<file path="src/rtl/msk_fsync_pkg.sv">
// Shared types and helpers for the MSK frame synchroniser: state enum,
// default sync word and a width-generic popcount.
package msk_fsync_pkg;

    typedef enum logic {
        HUNT    = 1'b0,
        PAYLOAD = 1'b1
    } state_t;

    localparam logic [31:0] DEFAULT_SYNC_WORD = 32'h1ACF_FC1D;

    // Widest sync word the popcount helper supports; narrower words are zero-extended.
    localparam int MAX_SYNC_W = 64;

    function automatic logic [6:0] popcount(input logic [MAX_SYNC_W-1:0] v);
        logic [6:0] cnt;
        cnt = '0;
        for (int i = 0; i < MAX_SYNC_W; i++) begin
            cnt = cnt + 7'(v[i]);
        end
        return cnt;
    endfunction

endpackage

</file>
<file path="src/rtl/msk_sync_corr.sv">
// Hamming-distance correlator: flags a true or bit-inverted sync word match
// within MAX_ERR mismatches.
module msk_sync_corr
    import msk_fsync_pkg::*;
#(
    parameter int SYNC_W  = 32,
    parameter int MAX_ERR = 2,
    parameter bit INV_EN  = 1'b0
) (
    input  logic [SYNC_W-1:0] sr_next,
    input  logic [SYNC_W-1:0] pattern,
    output logic              true_match,
    output logic              inv_match
);

    logic [6:0] dist_true;
    logic [6:0] dist_inv;

    always_comb begin
        dist_true = popcount(MAX_SYNC_W'(sr_next ^ pattern));
        dist_inv  = popcount(MAX_SYNC_W'(sr_next ^ ~pattern));
    end

    assign true_match = (dist_true <= 7'(MAX_ERR));
    assign inv_match  = INV_EN && (dist_inv <= 7'(MAX_ERR));

endmodule

</file>
<file path="src/rtl/msk_frame_sync.sv">
// MSK frame synchroniser: hunts for the sync word, then assembles LEN_BYTES
// payload bytes MSB-first. Define MSK_FSYNC_INV_DET_EN to also lock on inverted sync.
module msk_frame_sync
    import msk_fsync_pkg::*;
#(
    parameter int                SYNC_W    = 32,
    parameter logic [SYNC_W-1:0] SYNC_WORD = SYNC_W'(DEFAULT_SYNC_WORD),
    parameter int                MAX_ERR   = 2,
    parameter int                LEN_BYTES = 16
) (
    input  logic        clk,
    input  logic        rst,
    input  logic        data_i,
    input  logic        data_val_i,
    output logic [7:0]  byte_o,
    output logic        byte_val_o,
    output logic        sof_o,
    output logic        eof_o,
    output logic        sync_det_o,
    output logic        locked_o,
    output logic        inv_o,
    output logic [15:0] frame_cnt_o
);

`ifdef MSK_FSYNC_INV_DET_EN
    localparam bit INV_EN = 1'b1;
`else
    localparam bit INV_EN = 1'b0;
`endif

    localparam logic [7:0] LAST_BYTE = 8'(LEN_BYTES - 1);

    state_t            state, state_next;
    logic [SYNC_W-1:0] sr;
    logic [SYNC_W-1:0] sr_next;
    logic [2:0]        bit_cnt;
    logic [7:0]        byte_cnt;
    logic [7:0]        byte_sr;
    logic              inv_q;
    logic              match_true, match_inv;
    logic              sync_hit, sync_inv, last_bit, frame_done;
    logic              pay_bit;

    assign sr_next = {sr[SYNC_W-2:0], data_i};
    assign pay_bit = data_i ^ inv_q;

    msk_sync_corr #(
        .SYNC_W  (SYNC_W),
        .MAX_ERR (MAX_ERR),
        .INV_EN  (INV_EN)
    ) u_corr (
        .sr_next    (sr_next),
        .pattern    (SYNC_WORD),
        .true_match (match_true),
        .inv_match  (match_inv)
    );

    always_ff @(posedge clk) begin
        if (rst) state <= HUNT;
        else     state <= state_next;
    end

    // A true match is checked first so it wins over a simultaneous inverted match.
    always_comb begin
        state_next = state;
        sync_hit   = 1'b0;
        sync_inv   = 1'b0;
        last_bit   = 1'b0;
        frame_done = 1'b0;
        if (data_val_i) begin
            case (state)
                HUNT: begin
                    if (match_true) begin
                        sync_hit   = 1'b1;
                        state_next = PAYLOAD;
                    end else if (match_inv) begin
                        sync_hit   = 1'b1;
                        sync_inv   = 1'b1;
                        state_next = PAYLOAD;
                    end
                end
                PAYLOAD: begin
                    if (bit_cnt == 3'd7) begin
                        last_bit = 1'b1;
                        if (byte_cnt == LAST_BYTE) begin
                            frame_done = 1'b1;
                            state_next = HUNT;
                        end
                    end
                end
                default: state_next = HUNT;
            endcase
        end
    end

    always_ff @(posedge clk) begin
        if (rst) begin
            sr          <= '0;
            bit_cnt     <= '0;
            byte_cnt    <= '0;
            byte_sr     <= '0;
            byte_o      <= '0;
            byte_val_o  <= 1'b0;
            sof_o       <= 1'b0;
            eof_o       <= 1'b0;
            sync_det_o  <= 1'b0;
            inv_q       <= 1'b0;
            frame_cnt_o <= '0;
        end else begin
            byte_val_o <= 1'b0;
            sof_o      <= 1'b0;
            eof_o      <= 1'b0;
            sync_det_o <= 1'b0;
            if (data_val_i) begin
                sr <= frame_done ? '0 : sr_next;
                if (sync_hit) begin
                    sync_det_o <= 1'b1;
                    inv_q      <= sync_inv;
                    bit_cnt    <= '0;
                    byte_cnt   <= '0;
                end
                if (state == PAYLOAD) begin
                    bit_cnt <= bit_cnt + 3'd1;
                    byte_sr <= {byte_sr[6:0], pay_bit};
                    if (last_bit) begin
                        byte_o     <= {byte_sr[6:0], pay_bit};
                        byte_val_o <= 1'b1;
                        sof_o      <= (byte_cnt == 8'd0);
                        eof_o      <= frame_done;
                        byte_cnt   <= byte_cnt + 8'd1;
                    end
                    if (frame_done) begin
                        inv_q       <= 1'b0;
                        byte_cnt    <= '0;
                        frame_cnt_o <= frame_cnt_o + 16'd1;
                    end
                end
            end
        end
    end

    assign locked_o = (state == PAYLOAD);
    assign inv_o    = inv_q;

endmodule
</file>
<file path="config.mk">
export PLATFORM = sky130hd
export DESIGN_NAME = msk_frame_sync
export DESIGN_NICKNAME = d
export VERILOG_FILES = /design/src/rtl/msk_fsync_pkg.sv /design/src/rtl/msk_sync_corr.sv /design/src/rtl/msk_frame_sync.sv
export SDC_FILE = /design/constraint.sdc
export NUM_CORES = 1
export LEC_CHECK = 0
export BUFFER_PORTS_ARGS = -buffer_cell sky130_fd_sc_hd__buf_2
export CORE_ASPECT_RATIO = 0.6
export CORE_UTILIZATION = 37
export CTS_BUF_LIST = sky130_fd_sc_hd__clkbuf_16
export CTS_CLUSTER_DIAMETER = 120
export DETAILED_ROUTE_END_ITERATION = 8
export GPL_ROUTABILITY_DRIVEN = 0
export PLACE_DENSITY_LB_ADDON = 0.15
export SYNTH_ARGS = -nofsm -noshare
export SYNTH_HDL_FRONTEND = slang
export SYNTH_SLANG_ARGS = --single-unit
export TNS_END_PERCENT = 1
</file>
<file path="constraint.sdc">
create_clock -name clk -period 6.1 [get_ports clk]
set_clock_uncertainty 0.2 [all_clocks]
set_input_delay 1.22 -clock clk [delete_from_list [all_inputs] [get_ports clk]]
set_output_delay 1.22 -clock clk [all_outputs]
set_load 0.02 [all_outputs]
</file>
==> impl_results.md, run 1 <==
- Crit path largest cell delay: 0.52 ns
- Violated checks: negative setup slack
- Unique masters post-synth: 31
- Clock period minus worst slack: between 6 and 7 ns
- Design Power: 1.171 mW
- Hold WS: around 0.25 ns
- Max transition margin: 0.2029
- First-pass GRT wire length: 14.01 mm
- Post-Place Cells: 600
- Total CTS buffers: 9
- Most instantiated cells after synthesis: dfxtp_1, a21oi_1, nand2_1
- R2r endpoint: byte_cnt[4]$_SDFFE_PP0P_
- PD cells: around 250 nW/um^2
- Top delay family on crit path: adder cells
- Final non-filler cell total: a little over 600
- Worst setup margin: -0.07007 ns
- Register clock-pin slew on the reported worst setup and hold paths: ~0.060 ns
- Hold buffers post-CTS: 0
- CP Class: input pin to register
- Final nets: roughly 520
- Mapped cell area: 3959 um^2
- Synth warnings: 0
- Pleak: 1.744 nW
- Register area: 1582 um^2
- Worst skew pair latency: between 0.3 and 0.4 ns
- Status: finished with violations
- Row cnt: 28
- H-tree depth: 3
- Remaining DRCs: 0
- All-Layer GR Usage: 0.1674
- Met2 global-route usage: 0.2444
- Core footprint: 10120 um^2
- Unrepaired setup endpoints after global routing: true
- Max-capacitance violation count: 0
- Utilization after layout: 0.4560
- Critical path peak fanout: 4
- Ranking of synthesized cells by area: dfxtp_1, fa_1, a21oi_1, nand3_1, nand2b_1
- Multi-input combinational cell area: about 2200 um^2
- Met1 Resource Use GR: 0.2392
- Iteration-0 DRC Markers: approximately 130
- Switching Fraction: 0.2244
- Hold Path Class: register to register
- Initial Utilization: 0.3910
- Reg2Reg Launch Point: sr[0]$_SDFFE_PP0P_
- Req. time, crit path: a little over 6 ns
- Synth-to-Final Area Change: 16.62%
- Worst Setup EP: byte_cnt[4]$_SDFFE_PP0P_
- Slew of the pin with the lowest slew margin: about 1.2 ns
- Crit-path cells: buf_8 -> inv_4 -> ha_4 -> fa_1 -> fa_1 -> fa_1 -> inv_1 -> fa_1 -> fa_1 -> inv_2 -> fa_1 -> fa_2 -> fa_1 -> nand2_1 -> and4b_1 -> o21ai_4 -> o21ai_1 -> a2111oi_0
- Post-Syn Area per Cell: just under 9 um^2
- Total grt overflow: 0
- Setup crit start: data_i
- GRT Max-Usage Layer: met2
- Sequential share of power: 0.444
- ANT cells: 0
- Vias in the first global route: between 2000 and 3000
- I/O pins: 34
- Sequential element share of the synthesized area: 0.3995
- Via/cell ratio: 4.901
- Drt first pass iters: 4
- Critical Path AT: about 6.2 ns
- HPWL Detailed: 6.021 mm
- Comb power frac: 0.082
- Area share of the largest cell type after synthesis: 0.3995
- Post-route ant nets: 0
- Ys flop type: dfxtp_1
- Final hold vios: 0
- Max Buffers Root-to-Sink: 2
- Internal: 908.2 uW
- Largest net degree at the start of global routing: between 60 and 70
- Most used cell, CP: fa_1
- Async set or reset register ratio after synthesis: 0
- Startpoint Class: input pin
- Die ar.: around 11000 um^2
- Die Ht: approximately 82 um
- Met3 usage: 0.04884
- Final setup viols: 7
- Clock Tree Root: clkbuf_16
- Clock power frac: 0.474
- Vias: between 3000 and 4000
- Syn nets: around 490
- Ratio of cells with drive above 1 in the final layout: 0.1417
- Peak supply drop: between 0.0001 and 0.00015 V
- Syn Inst Count: between 400 and 500
- Reg-to-reg slack, setup: 0.52 ns
- Crit end category: register
- Die width: about 140 um
- Routed Wire Length: 8.546 mm
- CTS tree: done
- Yosys reg bits: 79
- Levels on crit path: 18
- DR WL/cell: around 14 um
- R2R depth: 16
- Crit path max-delay cell type: fa_1
- Clk sinks: around 80
- Antenna violations before repair: 0
- Synth area leader: dfxtp_1
- Count leader, synth: dfxtp_1
- Period utilization: 1.011
- Fmax: 162.1 MHz
- Psw: about 260 uW
- PortBufs: 33
- Number of flops mapped to enable cells by yosys: 0
- Fillers: 990
- Final slew viol count: 0
- WP buf/inv: 4
## timing repair
action,in CTS,in global routing
setup buffers,1,0
endpoints found under the setup margin,14,14
gates resized for setup,4,7
pin swaps,10,2
## worst min-delay path: stages, from the launching register on
cell	delay (ns)
dfxtp_1	0.31
nand2_1	0.05
a21oi_1	0.05
## how the worst min path moves through the flow
stage,start,end,slack [ns],cells past startpoint
after floorplan,byte_sr[6]$_SDFFE_PP0P_,byte_o[7]$_SDFFE_PP0P_,0.23,2
after global placement,byte_o[4]$_SDFFE_PP0P_,byte_o[4]$_SDFFE_PP0P_,0.24,2
after detailed placement,byte_o[1]$_SDFFE_PP0P_,byte_o[1]$_SDFFE_PP0P_,0.24,2
after CTS,byte_o[1]$_SDFFE_PP0P_,byte_o[1]$_SDFFE_PP0P_,0.25,2
after global routing,byte_o[4]$_SDFFE_PP0P_,byte_o[4]$_SDFFE_PP0P_,0.28,2
final,byte_o[1]$_SDFFE_PP0P_,byte_o[1]$_SDFFE_PP0P_,0.25,2
## power groups by stage
stage	clock network, mW	registers (mW)	logic, mW
2_1_floorplan	0	0.532	0.0705
3_3_place_gp	0	0.531	0.0888
3_5_place_dp	0	0.531	0.0914
4_1_cts	0.569	0.520	0.0940
5_1_grt	0.590	0.520	0.109
6_report	0.555	0.520	0.0955
## metal layers
layer,up-vias,part of all wire
met5,-,0
met4,0,0.0060
met3,7,0.051
met2,61,0.41
met1,1414,0.53
li1,1532,-
## placed cells by master, fill, tap and decap left out, drive strengths merged, types with 2 or more instances in the layout
cell type	synthesis	final
dfxtp	79	79
a21oi	56	56
nand2	46	46
inv	45	46
nand3	43	43
buf	2	39
nand2b	32	32
nor2	29	29
fa	24	24
ha	13	13
xor2	12	12
nand4	10	10
clkbuf	21	9
nor4	6	6
and3	5	5
a211oi	4	4
xnor2	4	4
nor3	4	4
o21ai	4	4
and2	2	2
a2111oi	2	2
and4	2	2
bufinv	0	2
## final cells by class
| class | instances | share of cell area |
|---|---|---|
| Sequential cell | 79 | 0.3425 |
| Inverter | 45 | 0.03713 |
| Multi-Input combinational cell | 303 | 0.4691 |
| Clock buffer | 9 | 0.04878 |
| Timing Repair Buffer | 39 | 0.04932 |
| Tap cell | 135 | 0.03659 |
| Clock inverter | 5 | 0.01653 |
## per-stage QoR
step / cell area [um^2] / setup TNS, ns / setup WS, ns
3_5_place_dp: 4263 / -6.502 / -0.5429
5_1_grt: 4617 / -1.834 / -0.2107
6_report: 4617 / -0.1742 / -0.07007
2_1_floorplan: 3988 / -0.5942 / -0.1048
4_1_cts: 4588 / -0.8326 / -0.1721
3_3_place_gp: 4263 / -3.985 / -0.3355
## flip-flops by register name, indices dropped and copies added, names as in the netlist, 3 cells and up
signal and count:
frame_cnt_o 16, byte_o 8, byte_sr 7, byte_cnt 8, sr 31, bit_cnt 3
## logic make-up after synthesis
logic type | Yosys count | share of synthesized area
and+or+nand+nor | 182 | 0.2462
DFF | 79 | 0.3995
buffers and inverters | 68 | 0.06448
AOI/OAI and AO/OA | 68 | 0.09197
xor gates and xnor gates | 16 | 0.03540
adders and majority gates | 37 | 0.1625
No activity file was read; power rests on OpenSTA's default activity.
==> inputs of run 2 (changes only) <==
- SYNTH_HIERARCHICAL: unset -> 1
==> run 2 against run 1 <==
Net effect: worst setup slack improved by 0.13 ns; sequential share of layout area fell by 2.0 points; highest routed layer unchanged; non-clock buffer count grew 4; cell area is 6.3% higher; power grew 48%; critical path type unchanged; largest cell class unchanged; die area increased by 5.7%; wire length grew 7.7%; area after synthesis rose by 5.8%; the flow now finishes without violations.
==> impl_results.md, run 2 <==
- Met2 global-route usage: 0.2266 (-0.01780)
- Max-capacitance violation count: 0 (unchanged)
- All-Layer GR Usage: 0.1716 (+0.004215)
- Worst Setup EP: byte_cnt[7]$_SDFFE_PP0P_
- Top Registers: sr: 31 flops, frame_cnt_o: 16 flops
- Number of flops mapped to enable cells by yosys: 0 (unchanged)
- Ratio of cells with drive above 1 in the final layout: 0.1313 (-0.01033)
- CP Class: input pin to register
- Top delay family on crit path: adder cells
- Post-Syn Area per Cell: 8.838 um^2 (+0.46%)
- Largest family of logic cells by synthesized area: simple AND/OR/NAND/NOR gates
- Syn Inst Count: 474 (+5.3%)
- Total grt overflow: 0 (unchanged)
- Initial Utilization: 0.3887 (-0.002289)
- Via/cell ratio: 4.818 (-1.7%)
- Die ar.: 11770 um^2 (+5.7%)
- Final hold vios: 0 (unchanged)
- HPWL Detailed: 6.378 mm (+5.9%)
- PortBufs: 33 (unchanged)
- Levels on crit path: 19 (+1)
- Final Cell Area: 4907 um^2 (+6.3%)
- Hold buffers post-CTS: 0 (unchanged)
- Psw: 608.7 uW (+130%)
- Worst skew pair latency: 0.34 ns (about the same)
- Slew of the pin with the lowest slew margin: 0.8521 ns (-0.3408 ns)
- Mapped cell area: 4189 um^2 (+5.8%)
- Portion of netlist area occupied by mux cells: 0.009857 (+0.009857)
- Met3 usage: 0.06161 (+0.01277)
- Sequential share of power: 0.313 (-0.131)
- Fmax: 165.5 MHz (+2.1%)
- Largest net degree at the start of global routing: 80 (+16%)
- Ys flop type: dfxtp_1
- Synth Area in Simple Gates: 0.2124 (-0.03384)
- Post-route ant nets: 0 (unchanged)
- Synth Area in Adders: 0.1505 (-0.01191)
- Switching Fraction: 0.3518 (+0.1274)
- Area post-placement: 4612 um^2 (+8.2%)
- Vias: 3238 (+7.4%)
- Antenna violations before repair: 0 (unchanged)
- Core footprint: 10780 um^2 (+6.4%)
- Sequential element share of the synthesized area: 0.3775 (-0.02196)
- Clock period minus worst slack: 6.041 ns (-0.1293 ns)
- Reg-to-reg slack, setup: 0.34 ns (-0.18 ns)
- Yosys reg bits: 79 (unchanged)
- Crit end category: register
- Synth area leader: dfxtp_1
- R2R depth: 20 (+4)
- Status: finished, final reports clean
- Async set or reset register ratio after synthesis: 0 (unchanged)
- I/O pins: 34 (unchanged)
- Final setup viols: 0 (-7)
- Crit-path cells: buf_2 -> xnor2_1 -> fa_1 -> fa_1 -> fa_1 -> fa_1 -> fa_1 -> inv_1 -> fa_1 -> ha_2 -> inv_2 -> fa_2 -> a211oi_2 -> mux2i_1 -> nor2_1 -> nor2_1 -> or3b_4 -> o211ai_1 -> a21oi_1
- Critical Path AT: 6.02 ns (-0.17 ns)
- Hold Path Class: register to register
- Clock power frac: 0.304 (-0.170)
- Unrepaired setup endpoints after global routing: true
- Largest register FFs: 31 (unchanged)
- Iteration-0 DRC Markers: 165 (+32%)
- Post-synthesis xor/xnor area fraction: 0.07736 (+0.04196)
- Most used cell, CP: fa_1
- Drt first pass iters: 5 (+1)
- Die width: 139.4 um (+2.8%)
- Setup WS pre-CTS: -0.2828 ns (+0.2601 ns)
- R2r endpoint: byte_cnt[7]$_SDFFE_PP0P_
- Synth Area in Compound Gates: 0.1147 (+0.02272)
- Critical path peak fanout: 4 (unchanged)
- Hold WS: 0.2583 ns (+0.008126 ns)
- Most common library cell in the layout ignoring fill and taps: dfxtp_1
- Max Buffers Root-to-Sink: 2 (unchanged)
- Internal: 1.122 mW (+24%)
- Final nets: 568 (+9.7%)
- Synth-to-Final Area Change: 17.14%
- Total CTS buffers: 9 (unchanged)
- Peak supply drop: 0.0001794 V (+24%)
- Highest-count cells in the layout ignoring fill and taps: dfxtp_1, a21oi_1, nand3_1, nand2_1
- Remaining DRCs: 0 (unchanged)
- Setup crit start: data_i
- Period utilization: 0.9903 (-0.02120)
- Row cnt: 29 (+3.6%)
- Ranking of synthesized cells by area: dfxtp_1, fa_1, a21oi_1, xnor2_1, nand3_1
- Area share of the largest cell type after synthesis: 0.3775 (-0.02196)
- Pleak: 1.876 nW (+7.6%)
- Top reg by flops: sr
- WP buf/inv: 3 (-1)
- H-tree depth: 3 (unchanged)
- Cts repair resizes: 0 (-4)
- Crit path largest cell delay: 0.51 ns (about the same)
- Met1 Resource Use GR: 0.2560 (+0.01672)
- Clk sinks: 79 (unchanged)
- Routed Wire Length: 9.202 mm (+7.7%)
- Unique masters post-synth: 41 (+32%)
- Comb power frac: 0.383 (+0.301)
- Count leader, synth: dfxtp_1
- Die Ht: 84.42 um (+2.8%)
- Post-Place Cells: 656 (+9.3%)
- DR WL/cell: 13.69 um (-1.5%)
- First-pass GRT wire length: 15.70 mm (+12%)
- Final non-filler cell total: 672 (+9.3%)
- Synth warnings: 6 (+6)
- Worst setup margin: 0.05922 ns (+0.1293 ns)
- Req. time, crit path: 6.08 ns (-0.04 ns)
- Post-CTS setup buffers: 0 (-1)
- GRT Max-Usage Layer: met1
- Max transition margin: 0.4320 (+0.2291)
- Most instantiated cells after synthesis: dfxtp_1, a21oi_1, nand3_1
- Crit path max-delay cell type: fa_1
- Clock Tree Root: clkbuf_16
- Startpoint Class: input pin
- Final slew viol count: 0 (unchanged)
- Vias in the first global route: 3063 (+7.9%)
- ANT cells: 0 (unchanged)
- PD cells: 352.6 nW/um^2 (+39%)
- Register clock-pin slew on the reported worst setup and hold paths: 0.07 ns (about the same)
- Reg2Reg Launch Point: sr[10]$_SDFFE_PP0P_
- CTS tree: done
-- run 2: cell count changes after synthesis, sizes merged, moves of 5 or more --
cell / delta
a21oi: +6
buf: +5
inv: -16
nand2: -8
nand4: -5
nor2: -7
o31ai: +6
or3: +6
or4: +5
xnor2: +23
-- run 2: power groups by stage --
| stage | logic [mW] | clock network (mW) | registers, mW |
|---|---|---|---|
| global route | 0.754 | 0.571 | 0.543 |
| finish | 0.663 | 0.526 | 0.542 |
| CTS | 0.668 | 0.544 | 0.541 |
| global placement | 0.631 | 0 | 0.553 |
| detailed placement | 0.656 | 0 | 0.553 |
| floorplan | 0.489 | 0 | 0.553 |
-- run 2: layer usage --
metal  part of all wire  vias up
met5                  0        -
met4             0.0055        0
met3              0.060        4
met1               0.55     1511
met2               0.39       59
li1                   -     1664
-- run 2: metrics by stage --
step | TNS [ns] | power, mW | util
after detailed placement | -2.596 | 1.209 | 0.4280
after floorplan | 0 | 1.041 | -
after global placement | -1.561 | 1.184 | 0.4280
final | 0 | 1.730 | 0.4554
after global routing | -0.2382 | 1.868 | 0.4554
after CTS | 0 | 1.753 | 0.4549
-- run 2: logic make-up after synthesis --
| group | after synthesis |
|---|---|
| flip-flops | 79 |
| multiplexers | 4 |
| other | 3 |
| XOR/XNOR | 37 |
| adder cells (fa/ha/maj) | 36 |
| AO/OA/AOI/OAI | 87 |
| AND/OR/NAND/NOR | 169 |
| buffers and inverters | 59 |
-- run 2: worst min-delay path, stage by stage (launching register included) --
cell and delay, ns:
dfxtp_1 0.31, nand2_1 0.05, a21oi_1 0.05
-- run 2: worst min path at each step --
stage	from	endpoint	cells after the start
6_report	byte_o[1]$_SDFFE_PP0P_	byte_o[1]$_SDFFE_PP0P_	2
5_1_grt	byte_o[1]$_SDFFE_PP0P_	byte_o[1]$_SDFFE_PP0P_	2
4_1_cts	byte_o[1]$_SDFFE_PP0P_	byte_o[1]$_SDFFE_PP0P_	2
3_5_place_dp	byte_o[5]$_SDFFE_PP0P_	byte_o[5]$_SDFFE_PP0P_	2
3_3_place_gp	byte_o[5]$_SDFFE_PP0P_	byte_o[5]$_SDFFE_PP0P_	2
2_1_floorplan	byte_sr[6]$_SDFFE_PP0P_	byte_o[7]$_SDFFE_PP0P_	2
-- run 2: cell type report --
type	count	area [um^2]
multi-input cells	366	2512
clock inverters	7	65.06
flip-flops and latches	79	1582
clock buffers	9	225.2
fillers	1052	5869
repair buffers	43	240.2
inverters	29	108.9
well taps	139	173.9
